--- src/rtl/pixel_coord_tracker.sv ---
// pixel_coord_tracker: tags each AXI-Stream pixel with its (col,row) and checks frame framing.
// Ports:
//   clk, s_axis_resetn    pixel clock, asynchronous active-low reset
//   err_clear             pulse that clears the sticky error flags
//   s_axis_*              upstream pixel stream (tuser[0]=SOF, tuser[1]=EOL)
//   m_axis_*              downstream pixel stream, one register stage plus skid
//   cnt_col, cnt_row      coordinate of the beat currently on m_axis
//   frame_done            one-cycle pulse after the last pixel of a frame is accepted
//   frame_count           completed frames, wrapping
//   err_sync, err_line_len sticky framing errors
module pixel_coord_tracker #(
    parameter int PIXEL_BIT_WIDTH = 10,
    parameter int USER_WIDTH      = 2,
    parameter int IN_ROWS         = 20,
    parameter int IN_COLS         = 20,
    parameter int FRAME_CNT_WIDTH = 16
) (
    input  logic                                          clk,
    input  logic                                          s_axis_resetn,
    input  logic                                          err_clear,
    input  logic                                          s_axis_tvalid,
    output logic                                          s_axis_tready,
    input  logic [PIXEL_BIT_WIDTH-1:0]                    s_axis_tdata,
    input  logic [USER_WIDTH-1:0]                         s_axis_tuser,
    output logic                                          m_axis_tvalid,
    input  logic                                          m_axis_tready,
    output logic [PIXEL_BIT_WIDTH-1:0]                    m_axis_tdata,
    output logic [USER_WIDTH-1:0]                         m_axis_tuser,
    output logic [((IN_COLS > 1) ? $clog2(IN_COLS) : 1)-1:0] cnt_col,
    output logic [((IN_ROWS > 1) ? $clog2(IN_ROWS) : 1)-1:0] cnt_row,
    output logic                                          frame_done,
    output logic [FRAME_CNT_WIDTH-1:0]                    frame_count,
    output logic                                          err_sync,
    output logic                                          err_line_len
);
    // A 1-wide counter stands in when a dimension is 1, so the ports never collapse to zero width.
    localparam int CW = (IN_COLS > 1) ? $clog2(IN_COLS) : 1;
    localparam int RW = (IN_ROWS > 1) ? $clog2(IN_ROWS) : 1;
    localparam int BW = PIXEL_BIT_WIDTH + USER_WIDTH + CW + RW;
    localparam logic [CW-1:0] LAST_COL = CW'(IN_COLS - 1);
    localparam logic [RW-1:0] LAST_ROW = RW'(IN_ROWS - 1);

    typedef enum logic {WAIT_SOF, IN_FRAME} state_t;

    state_t              r_state, w_state_nx;
    logic [CW-1:0]       r_col, w_col_nx, w_col_cur;
    logic [RW-1:0]       r_row, w_row_nx, w_row_cur;
    logic [BW-1:0]       r_main, r_skid, w_beat;
    logic                r_main_v, r_skid_v;
    logic                r_frame_done, r_err_sync, r_err_len;
    logic [FRAME_CNT_WIDTH-1:0] r_frame_count;
    logic                w_accept, w_fwd, w_last_col, w_last, w_sync_ev, w_len_ev;

    assign s_axis_tready = !r_skid_v;
    assign w_accept      = s_axis_tvalid && !r_skid_v;

    // An SOF beat always restarts at (0,0), whether it opens a frame or interrupts one.
    always_comb begin
        w_fwd      = w_accept && (r_state == IN_FRAME || s_axis_tuser[0]);
        w_col_cur  = s_axis_tuser[0] ? '0 : r_col;
        w_row_cur  = s_axis_tuser[0] ? '0 : r_row;
        w_last_col = w_col_cur == LAST_COL;
        w_last     = w_last_col && w_row_cur == LAST_ROW;
        w_sync_ev  = w_accept && ((r_state == WAIT_SOF) ? !s_axis_tuser[0] :
                                  s_axis_tuser[0] && (r_col != '0 || r_row != '0));
        w_len_ev   = w_fwd && (s_axis_tuser[1] != w_last_col);
        w_beat     = {s_axis_tdata, s_axis_tuser, w_col_cur, w_row_cur};
        w_state_nx = r_state;
        w_col_nx   = r_col;
        w_row_nx   = r_row;
        if (w_fwd) begin
            w_state_nx = w_last ? WAIT_SOF : IN_FRAME;
            w_col_nx   = w_last_col ? '0 : w_col_cur + 1'b1;
            w_row_nx   = w_last ? '0 : (w_last_col ? w_row_cur + 1'b1 : w_row_cur);
        end
    end

    always_ff @(posedge clk or negedge s_axis_resetn) begin
        if (!s_axis_resetn) begin
            r_state       <= WAIT_SOF;
            r_col         <= '0;
            r_row         <= '0;
            r_frame_done  <= 1'b0;
            r_frame_count <= '0;
            r_err_sync    <= 1'b0;
            r_err_len     <= 1'b0;
        end else begin
            r_state       <= w_state_nx;
            r_col         <= w_col_nx;
            r_row         <= w_row_nx;
            r_frame_done  <= w_fwd && w_last;
            r_frame_count <= r_frame_count + FRAME_CNT_WIDTH'(w_fwd && w_last);
            r_err_sync    <= w_sync_ev || (r_err_sync && !err_clear);
            r_err_len     <= w_len_ev || (r_err_len && !err_clear);
        end
    end

    // Skid stage: the skid register only fills when the main register is stalled,
    // and drains into main before any new beat is taken.
    always_ff @(posedge clk or negedge s_axis_resetn) begin
        if (!s_axis_resetn) begin
            r_main   <= '0;
            r_skid   <= '0;
            r_main_v <= 1'b0;
            r_skid_v <= 1'b0;
        end else if (r_skid_v) begin
            if (m_axis_tready) begin
                r_main   <= r_skid;
                r_skid_v <= 1'b0;
            end
        end else if (!r_main_v || m_axis_tready) begin
            r_main_v <= w_fwd;
            if (w_fwd) r_main <= w_beat;
        end else if (w_fwd) begin
            r_skid   <= w_beat;
            r_skid_v <= 1'b1;
        end
    end

    assign m_axis_tvalid = r_main_v;
    assign {m_axis_tdata, m_axis_tuser, cnt_col, cnt_row} = r_main;
    assign frame_done    = r_frame_done;
    assign frame_count   = r_frame_count;
    assign err_sync      = r_err_sync;
    assign err_line_len  = r_err_len;
endmodule

--- config.mk ---
export PLATFORM = sky130hd
export DESIGN_NAME = pixel_coord_tracker
export DESIGN_NICKNAME = d
export VERILOG_FILES = /design/src/rtl/pixel_coord_tracker.sv
export SDC_FILE = /design/constraint.sdc
export NUM_CORES = 1
export LEC_CHECK = 0
export BUFFER_PORTS_ARGS = -buffer_cell sky130_fd_sc_hd__buf_2
export CAP_MARGIN = 20
export CORE_UTILIZATION = 50
export DETAILED_ROUTE_END_ITERATION = 8
export GPL_TIMING_DRIVEN = 0
export PLACE_DENSITY_LB_ADDON = 0.3
export SLEW_MARGIN = 20
export SYNTH_ARGS = -nofsm -noshare
export SYNTH_HDL_FRONTEND = slang
export SYNTH_SLANG_ARGS = --single-unit
--- constraint.sdc ---
create_clock -name clk -period 2.7 [get_ports clk]
set_input_delay 0.54 -clock clk [delete_from_list [all_inputs] [get_ports clk]]
set_output_delay 0.54 -clock clk [all_outputs]
set_load 0.005 [all_outputs]
==> Word level (Yosys, flattened, before mapping) <==
Cells that the tools add are included.
{ "op_classes": {"n_addsub": 3, "eq_ne": 4, "n_mux": 15, "bitwise_logic": 2, "n_reduce_logical": 25} }
{ "ops": {"columns": ["op", "n"], "rows": [
  ["22-bit 2-to-1 mux", 4],
  ["5-bit 2-to-1 mux", 5],
  ["16-bit by 1-bit adder with 16-bit output", 1],
  ["5-bit by 1-bit adder with 5-bit output, second input constant", 2],
  ["5-bit == test, second input constant", 2],
  ["5-bit nonzero test", 2],
  ["1-bit logical AND", 9],
  ["1-bit 2-to-1 mux", 6],
  ["3-bit AND reduction", 2],
  ["1-bit logical OR", 5],
  ["1-bit logical NOT", 4],
  ["2-bit nonzero test", 2],
  ["2-bit != test, second input constant", 1],
  ["1-bit inverter", 2],
  ["2-bit AND reduction", 1],
  ["1-bit != test", 1]
]} }
{ "word_totals": {"ff_bits": 76, "wordCells": 60} }

==> Logic depth before layout (Yosys ltp) <==
{ "logic_depth": {"ltp_word": 6, "mapped_depth": 11} }

==> Least setup slack after synthesis <==
No wires, ideal clock.
{ "synth_timing": {"path_type": "input to register", "from": "in s_axis_tuser[0]", "to": "reg r_frame_count[12] (netlist: frame_count[12])", "setup_ns": 0.079, "arrival_time_ns": 2.728, "setup_slack_ns": -0.107, "cell_stages": 11, "n_path_buf": 2, "path_cell_list": "buf_4 buf_4 nor2b_1 ha_1 nand4bb_1 nor3b_2 and3_1 ha_1 nand3_4 nor3_1 xor2_1"} }
{ "synth_between": {"elab_chain_cells": 5, "word_cells_on_any_way": 9} }
{ "synth_rtl": {"columns": ["element", "line", "rtl"], "rows": [
  ["start: declaration", "24", "input logic [USER_WIDTH-1:0] s_axis_tuser,"],
  ["5-bit 2-to-1 mux", "60", "w_col_cur = s_axis_tuser[0] ? '0 : r_col;"],
  ["net w_col_cur[1]", "46", "logic [CW-1:0] r_col, w_col_nx, w_col_cur;"],
  ["5-bit == test", "62", "w_last_col = w_col_cur == LAST_COL;"],
  ["1-bit logical AND", "63", "w_last = w_last_col && w_row_cur == LAST_ROW;"],
  ["1-bit logical AND", "92", "r_frame_count <= r_frame_count + FRAME_CNT_WIDTH'(w_fwd && w_last);"],
  ["16-bit by 1-bit adder with 16-bit output", "92", null],
  ["end signal: assignment", "92", null],
  ["end: declaration", "51", "logic [FRAME_CNT_WIDTH-1:0] r_frame_count;"]
]} }
The timed path passes the listed nets, and every way through them passes these cells.
A chain may end at the register's enable or synchronous reset.

==> Worst setup path in the final report <==
{ "layout_timing": {"from": "in s_axis_tuser[0]", "to": "reg r_frame_count[13] (netlist: frame_count[13])"} }
Same word-level chain as after synthesis.

==> impl_metrics.ini <==
[worst_setup_path]
crit_type = input port to flip-flop
cp-end-kind = flip-flop
critical_path.startpoint_type = input port
path_max_fanout = 10
cp.arrival_ns = 2.77
cp.required_ns = 2.98

[logic_synthesis]
synthCells = 322
synth_edf_count = 0
synth_seq_cells = 76
ys_async_sr_fraction_pct = 100
synth_area_um2 = 3520
synth_ff_type = dfrtp_1
syn_nets = 343
syn_area_per_cell_um2 = 10.9
yosys-top-cells-area = dfrtp_1 (54%), nand2_1 (4.8%), mux2_4 (4.3%)
yosys.area.top_type = dfrtp_1
synth_top_area_share_pct = 54.0
yosysSeqAreaShare_pct = 54.0
ys_warn_count = 0
yosysUniqueCellTypes = 49

[power_and_ir_drop]
p_clk_share_pct = 28.3
ir_drop_v = 0.000409
combPwrFrac_pct = 21.6
p_switching_uw = 859
p_int_uw = 2110
p_leak_uw = 0.00206
seq_power_share_pct = 50.1
switching_share_pct = 28.9
pwr_density_cell_nw_per_um2 = 704

[sta]
period_share_pct = 92.3
fin_skew_ns = 0.0151
fin_tns_setup_ns = 0
worstMarginPinSlew_ns = 0.518
rsz0062_at_grt = false
fmax_mhz = 401
slew_headroom_pct = 65.5
finalSetupViolCount = 0
timing_hold_violations_final = 0
final_max_slew_viol_count = 0
fin_crit_ns = 2.49

[global_route]
grt_pass1_vias = 2463
antenna_found_initial = 0
grt_overflow_total = 0
grt_pass1_wl_mm = 12.0
grtUsageTotal_pct = 21.3
grt_max_degree = 45

[floorplan]
dieArea_um2 = 7380
pin_count = 60
chipWidth_um = 85.9
rows = 30
chipHeight_um = 85.9
initial_core_util_pct = 51.8
core_area_um2 = 6790

[drt]
vias_per_cell = 5.29
drc_errors = 0
ant_nets = 0
dr.pass1.iters = 4
drt_iter0_drc = 146
wl_per_cell_um = 14.7
vias = 2611
drt-total-wl_mm = 7.26

[placed_design]
place.gp.congestion = 0.875
place_hpwl_mm = 5.05
dp_cells = 478
port_buffers = 59

[layout]
antenna_cells = 0
layout_common_cells = dfrtp_1 (76), buf_2 (67), nand2_1 (45)
drive_above_1_share_pct = 28.4
area_growth_pct = 19.9
regArea_um2 = 1900
multi_input_area_um2 = 1570
fin_cells = 494
final_common_cell = dfrtp_1
nets = 415
utilization_pct = 62.1
nFillCells = 548

[clock_network]
clkLatencyLatePin_ns = 0.35
cts_sinks = 76
cts_made_buffers = 9
cts_tree = done
ctsHoldBuffers = 0
cts-root-buf = clkbuf_8
htree_levels = 3
clockBufferDepth = 2
clkTransAtPathRegs_ns = 0.08

[status]
status = finished, final reports clean

[run]
drv_cap = 0

[hold_path]
hold_path.class = input port to asynchronous set/reset pin
-- flip-flops by register name, summed over array words and instances (netlist names) --
register / flops
err_line_len: 1
err_sync: 1
frame_count: 16
frame_done: 1
m_axis_tvalid: 1
r_col: 5
r_main: 22
r_row: 5
r_skid: 22
r_skid_v: 1
r_state: 1
-- layout make-up --
class / count / share of cell area [%]
inverters: 7 / 0.622
repair buffers: 61 / 7.88
multi-input cells: 225 / 37.2
well taps: 96 / 2.85
clock inverters: 4 / 1.19
clock buffers: 11 / 3.35
flip-flops and latches: 76 / 45.1
plain buffers: 14 / 1.87
-- power groups by stage --
stage / combinational, uW / sequential [uW] / clock [uW]
2_1_floorplan: 402 / 1490 / 0
3_3_place_gp: 609 / 1490 / 0
3_5_place_dp: 629 / 1510 / 0
4_1_cts: 633 / 1480 / 857
5_1_grt: 723 / 1520 / 903
6_report: 641 / 1490 / 842
-- cell families (layout without fill, tap and decap cells) --
family,after synthesis,count (layout),synth area share [%]
AO/OA/AOI/OAI,64,64,10.7
adder cells (fa/ha/maj),4,4,1.42
flip-flops,76,76,54.0
multiplexers,31,31,10.4
buffers and inverters,21,97,2.98
AND/OR/NAND/NOR,110,110,16.5
XOR/XNOR,16,16,3.98
-- path summary, 6_finish.rpt --
check | startpoint | to | slack (ns) | cells past startpoint
worst min register to register | frame_count[15] | frame_count[15] | 0.46 | 1
worst max register to register | r_col[0] | frame_count[13] | 0.36 | 10
worst min-delay path | s_axis_resetn | r_skid[21] | 0.13 | 1
min in group clk | err_clear | err_sync | 0.38 | 2
max in group asynchronous | s_axis_resetn | frame_count[2] | 2.01 | 2
worst max-delay path | s_axis_tuser[0] | frame_count[13] | 0.21 | 12
-- worst max-delay path, stage by stage --
cell,delay [ns]
buf_2,0.13
buf_4,0.16
buf_4,0.19
nor2b_4,0.17
ha_4,0.19
nand4bb_4,0.15
nor3b_4,0.23
and3_2,0.25
ha_1,0.22
nand3_1,0.13
nor3_1,0.25
xor2_1,0.16
-- through the flow --
step                      hold WS (ns)  power, uW  instance area, um2  setup slack [ns]
after detailed placement         0.452       2140                3980            -0.619
after global placement           0.452       2100                3950            -0.610
after floorplan                  0.244       1890                3540           -0.0246
final                            0.126       2970                4220             0.209
after CTS                        0.135       2970                4190           0.00217
after global routing             0.157       3140                4220            0.0363
-- Yosys cell counts, types with 6 or more instances --
library cell  count
xor2_1            8
buf_2             9
nor2_1           17
mux2i_1          15
inv_1             6
nand2_1          45
nor2b_1           7
o21ai_1          24
nand4_1           6
xnor2_1           8
dfrtp_1          76
mux2_4           10
nand2b_1          8
o21ai_0          14
a21oi_1           8
-- routing by layer --
metal / global-route usage (%) / up-vias / part of all wire [%] / wire (um)
met5: 0 / - / 0 / 0
met4: 8.64 / 0 / 1.4 / 105
met3: 3.27 / 12 / 3.3 / 238
met2: 33.8 / 49 / 48 / 3470
met1: 29.5 / 1276 / 48 / 3450
li1: - / 1274 / - / -
-- what timing repair did --
| item | CTS | global route |
|---|---|---|
| pin swaps | 1 | 0 |
| buffers inserted | 1 | 0 |
| gates cloned | 0 | 0 |
| resized for setup | 3 | 3 |
| setup endpoints to repair | 9 | 7 |
(Power assumes the default switching activity.)
